## src/rtl/hazard_ctrl_pkg.sv

```systemverilog
// Shared CPU definitions used by the hazard controller: FSM state type,
// register index width and the NOP instruction encoding.
package hazard_ctrl_pkg;

    localparam int unsigned CPU_REG_AW = 4;

    // Encoding loaded into a pipeline register when it is bubbled.
    localparam logic [15:0] NOP_INSN = 16'h0000;

    typedef enum logic {
        StRun,
        StMulti
    } hz_state_e;

endpackage

```

## src/rtl/sat_counter.sv

```systemverilog
// Saturating up-counter with synchronous clear; stops at all-ones.
module sat_counter #(
    parameter int unsigned W = 16
) (
    input  logic         i_clk,
    input  logic         i_clr,
    input  logic         i_inc,
    output logic [W-1:0] o_cnt
);

    logic [W-1:0] r_cnt;

    always_ff @(posedge i_clk) begin
        if (i_clr) begin
            r_cnt <= '0;
        end else if (i_inc && (r_cnt != '1)) begin
            r_cnt <= r_cnt + W'(1);
        end
    end

    assign o_cnt = r_cnt;

endmodule

```

## src/rtl/hazard_ctrl.sv

```systemverilog
// Pipeline hazard controller: load-use stalls, multi-cycle execute sequencing,
// branch flush strobes and saturating stall/flush performance counters.
module hazard_ctrl
    import hazard_ctrl_pkg::*;
#(
    parameter int unsigned REG_AW       = CPU_REG_AW,
    parameter int unsigned MULTI_CYCLES = 4,
    parameter int unsigned PERF_W       = 16
) (
    input  logic              i_clk,
    input  logic              i_rst,
    input  logic              i_id_valid,
    input  logic [REG_AW-1:0] i_id_rs_a,
    input  logic [REG_AW-1:0] i_id_rs_b,
    input  logic              i_id_use_a,
    input  logic              i_id_use_b,
    input  logic              i_ex_valid,
    input  logic [REG_AW-1:0] i_ex_rd,
    input  logic              i_ex_mem_read,
    input  logic              i_ex_multi,
    input  logic              i_ex_flush,
    output logic              o_pc_stall,
    output logic              o_ifid_stall,
    output logic              o_idex_bubble,
    output logic              o_ex_hold,
    output logic              o_exmem_bubble,
    output logic              o_if_flush,
    output logic              o_id_flush,
    output logic              o_ex_done,
    output logic [PERF_W-1:0] o_stall_cnt,
    output logic [PERF_W-1:0] o_flush_cnt
);

    localparam int unsigned CNT_W = $clog2(MULTI_CYCLES);
    // The start cycle is spent in RUN, so the counter covers the rest.
    localparam logic [CNT_W-1:0] CNT_LOAD = CNT_W'(MULTI_CYCLES - 2);

    hz_state_e        r_state;
    hz_state_e        w_next_state;
    logic [CNT_W-1:0] r_cnt;
    logic [CNT_W-1:0] w_next_cnt;
    logic             w_hit_a;
    logic             w_hit_b;
    logic             w_load_use;

    assign w_hit_a    = i_id_use_a && (i_id_rs_a == i_ex_rd);
    assign w_hit_b    = i_id_use_b && (i_id_rs_b == i_ex_rd);
    assign w_load_use = i_id_valid && i_ex_valid && i_ex_mem_read && (i_ex_rd != '0)
                        && (w_hit_a || w_hit_b);

    always_ff @(posedge i_clk) begin
        if (i_rst) begin
            r_state <= StRun;
            r_cnt   <= '0;
        end else begin
            r_state <= w_next_state;
            r_cnt   <= w_next_cnt;
        end
    end

    always_comb begin
        w_next_state   = r_state;
        w_next_cnt     = r_cnt;
        o_pc_stall     = 1'b0;
        o_ifid_stall   = 1'b0;
        o_idex_bubble  = 1'b0;
        o_ex_hold      = 1'b0;
        o_exmem_bubble = 1'b0;
        o_if_flush     = 1'b0;
        o_id_flush     = 1'b0;
        o_ex_done      = 1'b0;

        unique case (r_state)
            StRun: begin
                if (i_ex_flush) begin
                    o_if_flush = 1'b1;
                    o_id_flush = 1'b1;
                end else if (i_ex_valid && i_ex_multi) begin
                    o_pc_stall     = 1'b1;
                    o_ifid_stall   = 1'b1;
                    o_ex_hold      = 1'b1;
                    o_exmem_bubble = 1'b1;
                    w_next_cnt     = CNT_LOAD;
                    w_next_state   = StMulti;
                end else if (w_load_use) begin
                    o_pc_stall    = 1'b1;
                    o_ifid_stall  = 1'b1;
                    o_idex_bubble = 1'b1;
                end
            end
            StMulti: begin
                o_pc_stall   = 1'b1;
                o_ifid_stall = 1'b1;
                o_ex_hold    = 1'b1;
                if (r_cnt != '0) begin
                    o_exmem_bubble = 1'b1;
                    w_next_cnt     = r_cnt - CNT_W'(1);
                end else begin
                    o_ex_done    = 1'b1;
                    w_next_state = StRun;
                end
            end
            default: begin
                w_next_state = StRun;
            end
        endcase

        // A reset cycle never stalls, flushes or completes anything.
        if (i_rst) begin
            o_pc_stall     = 1'b0;
            o_ifid_stall   = 1'b0;
            o_idex_bubble  = 1'b0;
            o_ex_hold      = 1'b0;
            o_exmem_bubble = 1'b0;
            o_if_flush     = 1'b0;
            o_id_flush     = 1'b0;
            o_ex_done      = 1'b0;
        end
    end

    sat_counter #(
        .W(PERF_W)
    ) u_stall_cnt (
        .i_clk(i_clk),
        .i_clr(i_rst),
        .i_inc(o_pc_stall),
        .o_cnt(o_stall_cnt)
    );

    sat_counter #(
        .W(PERF_W)
    ) u_flush_cnt (
        .i_clk(i_clk),
        .i_clr(i_rst),
        .i_inc(o_if_flush),
        .o_cnt(o_flush_cnt)
    );

endmodule

```

## config.mk

```make
export PLATFORM = sky130hd
export DESIGN_NAME = hazard_ctrl
export DESIGN_NICKNAME = d
export VERILOG_FILES = /design/src/rtl/hazard_ctrl_pkg.sv /design/src/rtl/sat_counter.sv /design/src/rtl/hazard_ctrl.sv
export SDC_FILE = /design/constraint.sdc
export NUM_CORES = 1
export LEC_CHECK = 0
export ABC_AREA = 1
export CORE_UTILIZATION = 40
export CTS_BUF_LIST = sky130_fd_sc_hd__clkbuf_8
export CTS_CLUSTER_SIZE = 10
export DETAILED_ROUTE_END_ITERATION = 10
export DONT_BUFFER_PORTS = 1
export HOLD_SLACK_MARGIN = 0.03
export PLACE_DENSITY_LB_ADDON = 0.2
export SLEW_MARGIN = 15
export SYNTH_ARGS = -nofsm -noshare
export SYNTH_HDL_FRONTEND = slang
export SYNTH_SLANG_ARGS = --single-unit
```

## constraint.sdc

```tcl
create_clock -name i_clk -period 1.6 [get_ports i_clk]
set_clock_uncertainty 0.1 [all_clocks]
set_input_delay 0.32 -clock i_clk [delete_from_list [all_inputs] [get_ports i_clk]]
set_output_delay 0.32 -clock i_clk [all_outputs]
set_load 0.02 [all_outputs]
```

# Word-level counts from Yosys, hierarchy flattened
# Cells that the tools add are included.
word_totals:
  register_bits: 35
  latch_bits: 0
  mem_bits_rw: 0
  rom_bits: 0
  inputBits: 21
  out_inout_bits: 40
  word_cells: 54
  memories: 0
op_classes:
  n_addsub: 3
  mul: 0
  n_div: 0
  n_lt_le_gt_ge: 0
  n_eq_ne: 7
  shifts: 0
  muxes: 26
  bitwise: 1
  reduce_logical: 13
op_table:
  columns: ["op", "count"]
  rows:
  - ["$add A16 B1 Y16 const B", 2]
  - ["$ne A16 B16 Y1 const B", 2]
  - ["$mux W1", 19]
  - ["$logic_and A1 B1 Y1", 9]
  - ["$eq A4 B4 Y1", 2]
  - ["$mux W2", 3]
  - ["$pmux W1 S2", 3]
  - ["$ne A2 B2 Y1 const B", 2]
  - ["$pmux W2 S2", 1]
  - ["$reduce_bool A4 Y1", 1]
  - ["$reduce_and A3 Y1", 1]
  - ["$ne A2 B1 Y1 const B", 1]
  - ["$reduce_bool A2 Y1", 1]
  - ["$sub A2 B1 Y2 const B", 1]
  - ["$logic_or A1 B1 Y1", 1]
  - ["$not A1 Y1", 1]

# Depth between registers and ports, before layout
# Gate-level depths: netlist of run 1.
logic_depth:
  depth_word: 10
  depth_mapped: 12
  mapped_depth_nobuf: 11

# By module
# From an unflattened synthesis of run 1, not the netlist that was laid out.
unflattened:
  hier_cells: 369
  hier_area_um2: 2223.4
modules_own_cells:
  columns: ["mod", "n_inst", "cells_each", "area_each_um2", "seq_area_each_um2"]
  rows:
  - ["sat_counter", 2, 149, 929.6, 320.3]
  - ["hazard_ctrl", 1, 71, 364.1, 60.1]

# Least setup slack after synthesis of run 1
# No wires, ideal clock.
synth_path:
  path_kind: "reg2reg"
  from: "register u_stall_cnt.r_cnt[0] (netlist: u_stall_cnt.o_cnt[0])"
  to: "register u_stall_cnt.r_cnt[0] (netlist: u_stall_cnt.o_cnt[0])"
  setup_time_ns: 0.115
  t_arrival_ns: 1.590
  t_required_ns: 1.385
  path_slack_ns: -0.206
  stages_incl_launch_ff: 8
  n_path_buf: 1
  synth_period_minus_slack_ns: 1.806
  cell_sequence: "dfxtp_1 > ha_1 > nand2_1 > nor2_4 > nand4_4 > buf_4 > a21oi_1 > nor2_1"
synth_via:
  elab_chain_cells: 2
  elab_cells_between_ends: 3
  classes_between: "add/sub: 1; eq/ne: 1; reduce/logical: 1"
synth_rtl:
  columns: ["item", "line_no", "source"]
  rows:
  - ["from (decl)", "sat_counter.sv:11", "logic [W-1:0] r_cnt;"]
  - ["from (signal assigned)", "sat_counter.sv:17", "r_cnt <= r_cnt + W'(1);"]
  - ["branches (longest 2 deep; another with $add A16 B1 Y16)", null, null]
# Several ways; the timed one is not identified.
# A chain may end at the register's enable or synchronous reset.

# Final worst setup path of run 1
layout_path:
  from: "register r_cnt[0]"
  to: "output port o_exmem_bubble"
layout_via:
  elab_chain_cells: 4
layout_rtl:
  columns: ["item", "line_no", "source"]
  rows:
  - ["from (decl)", "hazard_ctrl.sv:40", "logic [CNT_W-1:0] r_cnt;"]
  - ["from (signal assigned)", "hazard_ctrl.sv:57", "r_cnt <= w_next_cnt;"]
  - ["$reduce_bool A2 Y1", "hazard_ctrl.sv:95", "if (r_cnt != '0) begin"]
  - ["$mux W1", "hazard_ctrl.sv:95", null]
  - ["$pmux W1 S2", "hazard_ctrl.sv:73", "unique case (r_state)"]
  - ["$mux W1", null, null]
  - ["to (decl)", "hazard_ctrl.sv:26", "output logic o_exmem_bubble,"]
# Every way passes these cells.

==> flow_summary.toml, run 1 <==
[global_route]
antenna_found_initial = 0
grt_pass1_vias = 2175
grt_max_degree = 23
grt_use_total_pct = 20.8
grt_remaining_overflow = 0
grt_pass1_wl_um = 9760

[drt]
dr.pass1.iters = 4
wirelength_um = 6280
drc = 0
wire_per_inst_um = 13.6
vias_per_cell = 5.01
drtIter0Drc = 89
num_vias = 2314
ant_nets = 0

[setup_path]
r2r-start = "u_flush_cnt.o_cnt[0]"
r2r_cells = 9
critical_path_class = "register to output port"
cp_data_arrival_time_ns = 1.24
endpoint_kind = "output port"
r2r-end = "u_flush_cnt.o_cnt[5]"
crit_path_max_fanout = 2
worstSetupStartpointType = "register"
startpoint = "r_cnt[0]"
critPathRequiredTime_ns = 1.18
crit_end = "o_exmem_bubble"
reg2reg_slack_ns = -0.05

[logic_synthesis]
synth_top_area_share_pct = 31.3
synth.most_common_cell = "nand2_1"
synth_edf_count = 0
ys.warnings.count = 0
postSynthAreaPerCell_um2 = 6.85
synthFlopType = "dfxtp_1"
yosysSeqAreaShare_pct = 31.3
synth_area_um2 = 2240
syn-instance-count = 327
syn_nets = 351
async_reset_ff_share_pct = 0
ys_seq_elements = 35
netlist_top_cells_count = "nand2_1, dfxtp_1, nor2_1"
yosysUniqueCellTypes = 30
yosys-top-cells-area = "dfxtp_1, nand2_1, nand3_1"
synth_area_leader_cell = "dfxtp_1"

[final_layout]
nFillCells = 469
final_core_util_pct = 61.9
drive_gt1_share_pct = 41.8
finalNetCount = 415
finalNonFillerCells = 462
multi_input_area_um2 = 1570
n_antenna_cell = 0
seq_area_um2 = 728
area_delta_synth_final_pct = 44.8

[clock_network]
cts_tree = "yes"
clk_pin_slew_ns = 0.07
cts_buffers = 5
h-tree-depth = 2
clockRootBuffer = "clkbuf_8"
clk_path_buf_depth = 2
clock_sinks = 35
clk-insertion-delay-late_ns = 0.30

[timing]
tightest_slew_ns = 1.10
setup_tns_ns = -0.364
setup_viol = 17
fmax_ghz = 0.604
min_period_ns = 1.66
finalCritPeriodShare_pct = 103
rsz0062_at_grt = "yes"
hold_viol_final = 0
maxSlewHeadroom_pct = 26.3
final.setup.worst_slack_ns = -0.0557
report.final.slew_viol_count = 0
holdWs_ns = 0.0859

[die]
rows = 26
pin_count = 61
core_area_um2 = 5240
die_h_um = 76.8
die_w_um = 76.8
dieArea_um2 = 5900
initial_core_util_pct = 42.7

[placement]
dp.cells = 442
gp_congestion = 0.888
io_buffers = 0
dp_hpwl_um = 4350

[run]
max-cap-violations = 0

[pwr]
finalPower_mw = 2.06
powerDensity_nw_per_um2 = 636
leakagePower_nw = 1.34
ir_worst_vdd_mv = 0.682

[outcome]
failed_checks = "setup timing"
status = "finished with violations"

[worst_hold_path]
hold_path.class = "input pin to register"
## flip-flops by register name, summed over array words and instances, names as in the netlist
name	flops
u_stall_cnt.o_cnt	16
r_cnt	2
u_flush_cnt.o_cnt	16
r_state	1
## layout by cell type, fill, tap and decap left out, drive strengths merged
cell type / n
a31oi: 1
nand3: 38
nor3: 15
o21ai: 9
nor4: 3
bufinv: 2
clkinv: 1
a21oi: 26
inv: 36
nand2: 88
xnor2: 10
nand4: 3
ha: 3
clkinvlp: 1
buf: 67
nor3b: 2
clkbuf: 6
dlymetal6s4s: 1
xor2: 10
nor2: 35
dfxtp: 35
## routing by layer
| layer | part of all wire [%] | GRT usage (%) |
|---|---|---|
| met2 | 48 | 33.5 |
| met1 | 45 | 25.6 |
| met5 | 0 | 0 |
| met3 | 5.6 | 6.19 |
| met4 | 1.8 | 8.46 |
## logic make-up after synthesis
| family | count (synthesis) | share of synthesized area, % |
|---|---|---|
| fa+ha+maj | 3 | 1.68 |
| simple gates | 184 | 39.3 |
| compound gates | 36 | 9.28 |
| xor+xnor | 20 | 7.83 |
| flops | 35 | 31.3 |
| buf+inv | 49 | 10.6 |
## per-stage QoR
| step | worst slack (ns) | cell area [µm²] |
|---|---|---|
| final | -0.0557 | 3240 |
| after global routing | -0.121 | 3240 |
| after CTS | -0.0859 | 2950 |
| after detailed placement | -0.0453 | 2710 |
| after global placement | 0.0207 | 2710 |
| after floorplan | -0.0769 | 2310 |
## how the worst min path moves through the flow
stage,startpoint,endpoint,slack (ns),depth (start not counted)
floorplan,r_cnt[1],r_cnt[1],0.33,2
global placement,i_rst,u_stall_cnt.o_cnt[8],0.28,1
detailed placement,i_rst,u_stall_cnt.o_cnt[8],0.28,1
CTS,i_rst,r_cnt[0],0.08,3
global route,i_rst,r_cnt[0],0.10,3
finish,i_rst,r_cnt[0],0.09,3
## final cells by class
type                    count  area share [%]
flip-flops and latches     35            22.5
clock buffers               5            2.12
multi-input cells         243            48.5
clock inverters             3            2.08
well taps                  70            2.70
repair buffers             69            17.5
inverters                  37            4.67
## what timing repair did
action | 4_1_cts | 5_1_grt
hold buffers | 1 | 0
pin swaps | 4 | 12
gates resized for setup | 15 | 54
setup buffers | 5 | 5
endpoints found under the hold margin | 22 | 0
gates cloned | 0 | 1
endpoints found under the setup margin | 8 | 40
## worst max-delay path: stages, from the launching register on
cell and delay (ns):
dfxtp_2 0.33, inv_2 0.07, ha_4 0.15, nor2_4 0.04, a31oi_4 0.15, nor2_1 0.06
buf_4 0.15
## where the power goes
part	internal (mW)	switching, mW	leakage, nW
Sequential	0.876	0.00779	0.291
Combinational	0.0795	0.122	0.981
Clock	0.622	0.355	0.0644
Total	1.58	0.485	1.34
Note: power is estimated with default switching activity, not from simulation.
==> run 2: changes to the inputs <==
--- a/config.mk
+++ b/config.mk
@@ -5,7 +5,7 @@
 export SDC_FILE = /design/constraint.sdc
 export NUM_CORES = 1
 export LEC_CHECK = 0
-export ABC_AREA = 1
+export ABC_AREA = 0
 export CORE_UTILIZATION = 40
 export CTS_BUF_LIST = sky130_fd_sc_hd__clkbuf_8
 export CTS_CLUSTER_SIZE = 10
==> run 2 against run 1 <==
The run still ends with setup timing left. Final cell count fell by 10%. Count of clock-buffer cells in the layout rose by 2. First-iteration DRC count fell by 26%. Largest cell class unchanged. Cell area rose by 8.1%.
==> flow_summary.toml, run 2 <==
[logic_synthesis]
synth_area_leader_cell = "dfxtp_1"
synthFlopType = "dfxtp_1"
async_reset_ff_share_pct = 0
synth.most_common_cell = "dfxtp_1"
yosysUniqueCellTypes = 52
postSynthAreaPerCell_um2 = 8.39
synth_top_area_share_pct = 34.4
synth_edf_count = 0
ys_seq_elements = 35
syn-instance-count = 243
yosys-top-cells-area = "dfxtp_1, xor2_1, nor2_1"
yosysSeqAreaShare_pct = 34.4
syn_nets = 267
netlist_top_cells_count = "dfxtp_1, nor2_1, nand2_1"
ys.warnings.count = 0
synth_area_um2 = 2040

[timing]
maxSlewHeadroom_pct = 46.2
report.final.slew_viol_count = 0
final.setup.worst_slack_ns = -0.301
tightest_slew_ns = 0.805
hold_viol_final = 0
finalCritPeriodShare_pct = 119
setup_viol = 35
min_period_ns = 1.90
fmax_ghz = 0.526
rsz0062_at_grt = "yes"

[drt]
drc = 0
wirelength_um = 6930
dr.pass1.iters = 4
vias_per_cell = 5.39
drtIter0Drc = 66
ant_nets = 0
num_vias = 2244
wire_per_inst_um = 16.7

[clock_network]
clock_sinks = 35
clockRootBuffer = "clkbuf_8"
clk-insertion-delay-late_ns = 0.30
clk_path_buf_depth = 2
cts_buffers = 5
clk_pin_slew_ns = 0.08
h-tree-depth = 2
cts_tree = "yes"

[final_layout]
layout_common_cells = "buf_4, nor2_1, buf_6"
area_delta_synth_final_pct = 71.8
n_antenna_cell = 0
drive_gt1_share_pct = 59.9
final_core_util_pct = 72.7
layout_commonest_cell = "buf_4"
nFillCells = 373
finalNetCount = 372

[outcome]
status = "finished with violations"
failed_checks = "setup timing"

[setup_path]
critical-path-top-delay-family = "simple AND/OR/NAND/NOR gates"
crit_path_max_fanout = 16
critPathMaxStageDelay_ns = 0.51
critPathRequiredTime_ns = 1.18
reg2reg_slack_ns = -0.27
crit_slowest_cell = "or4_4"
endpoint_kind = "output port"
worstSetupStartpointType = "input pin"
path_cells = "nand2b_4, or4_4, buf_4, a21oi_4, or2_4"
crit_buf_inv = 1
critical_path_class = "input pin to output port"
cp_data_arrival_time_ns = 1.48

[die]
die_w_um = 73.4
pin_count = 61
initial_core_util_pct = 42.3
dieArea_um2 = 5390
core_area_um2 = 4820
rows = 25
die_h_um = 73.4

[worst_hold_path]
hold_path.class = "input pin to register"

[placement]
gp_congestion = 0.841
io_buffers = 0
dp_slack_ns = -0.311
dp_hpwl_um = 4300

[pwr]
powerDensity_nw_per_um2 = 532
finalPower_mw = 1.86
leakagePower_nw = 1.56
ir_worst_vdd_mv = 0.539

[global_route]
antenna_found_initial = 0
grt_use_total_pct = 24.5
grt_pass1_wl_um = 9980
grt_pass1_vias = 2105
grt_max_degree = 20
grt_remaining_overflow = 0

[run]
max-cap-violations = 0
-- run 2: cell count changes after synthesis, sizes merged, moves of 5 or more --
| cell | before | now |
|---|---|---|
| a21oi | 26 | 9 |
| nor2 | 35 | 29 |
| and2 | 0 | 6 |
| nand4 | 3 | 10 |
| and3 | 0 | 11 |
| xor2 | 10 | 16 |
| o211ai | 0 | 5 |
| nor3 | 15 | 5 |
| nand3 | 38 | 15 |
| nand2 | 88 | 24 |
| mux2 | 0 | 6 |
| mux2i | 0 | 8 |
| inv | 36 | 5 |
| xnor2 | 10 | 3 |
-- run 2: cell families (layout without fill, tap and decap cells) --
kind of cell	Yosys count	count (layout)	synth area share, %
and+or+nand+nor	119	119	30.9
AOI/OAI and AO/OA	40	40	14.6
DFF	35	35	34.4
xor gates and xnor gates	19	19	8.16
muxes	14	14	7.24
buffers and inverters	13	119	2.88
adders and majority gates	3	3	1.84
-- run 2: path summary, 6_finish.rpt --
path / from / endpoint / depth (start not counted)
setup / recovery: i_rst / o_ifid_stall / 5
hold / removal: i_rst / u_stall_cnt.o_cnt[12] / 2
setup reg to reg: u_stall_cnt.o_cnt[9] / u_stall_cnt.o_cnt[13] / 7
hold reg to reg: r_cnt[1] / r_cnt[1] / 2
-- run 2: repair_timing --
| action | 4_1_cts | 5_1_grt |
|---|---|---|
| endpoints found under the setup margin | 36 | 36 |
| endpoints found under the hold margin | 19 | 0 |
| hold buffers | 1 | 0 |
| gates cloned | 1 | 0 |
| gates resized for setup | 47 | 41 |
| pin swaps | 43 | 24 |
| buffers inserted | 19 | 12 |
-- run 2: area by class of cell --
cell class                 instances  area (µm²)  area share, %
clock buffer                       7        96.3           2.75
sequential                        35         752           21.5
timing repair buffer             105         881           25.1
multi-input combinational        195        1660           47.4
tap                               67        83.8           2.39
inverter                           6        22.5          0.643
clock inverter                     1        7.51          0.214
-- run 2: where the power goes --
part,internal [mW],switching [mW]
logic,0.114,0.124
clock network,0.392,0.352
registers,0.872,0.00913
total,1.38,0.485
-- run 2: metal layers --
metal / vias to the layer above / global-route usage, % / wire length, µm
met5: - / 0 / 0
met4: 0 / 8.55 / 284
met3: 26 / 7.00 / 315
met2: 62 / 43.0 / 3540
met1: 1075 / 28.3 / 2800
li1: 1081 / - / -
-- run 2: per-stage QoR --
stage	cell area, µm²	hold WS, ns	TNS, ns	std cells
after floorplan	2220	0.340	-3.76	243
after global placement	2810	0.285	-5.09	377
after detailed placement	2810	0.287	-5.64	377
after CTS	3260	0.0907	-3.89	406
after global routing	3500	0.0873	-7.67	416
final	3500	0.0867	-5.36	416
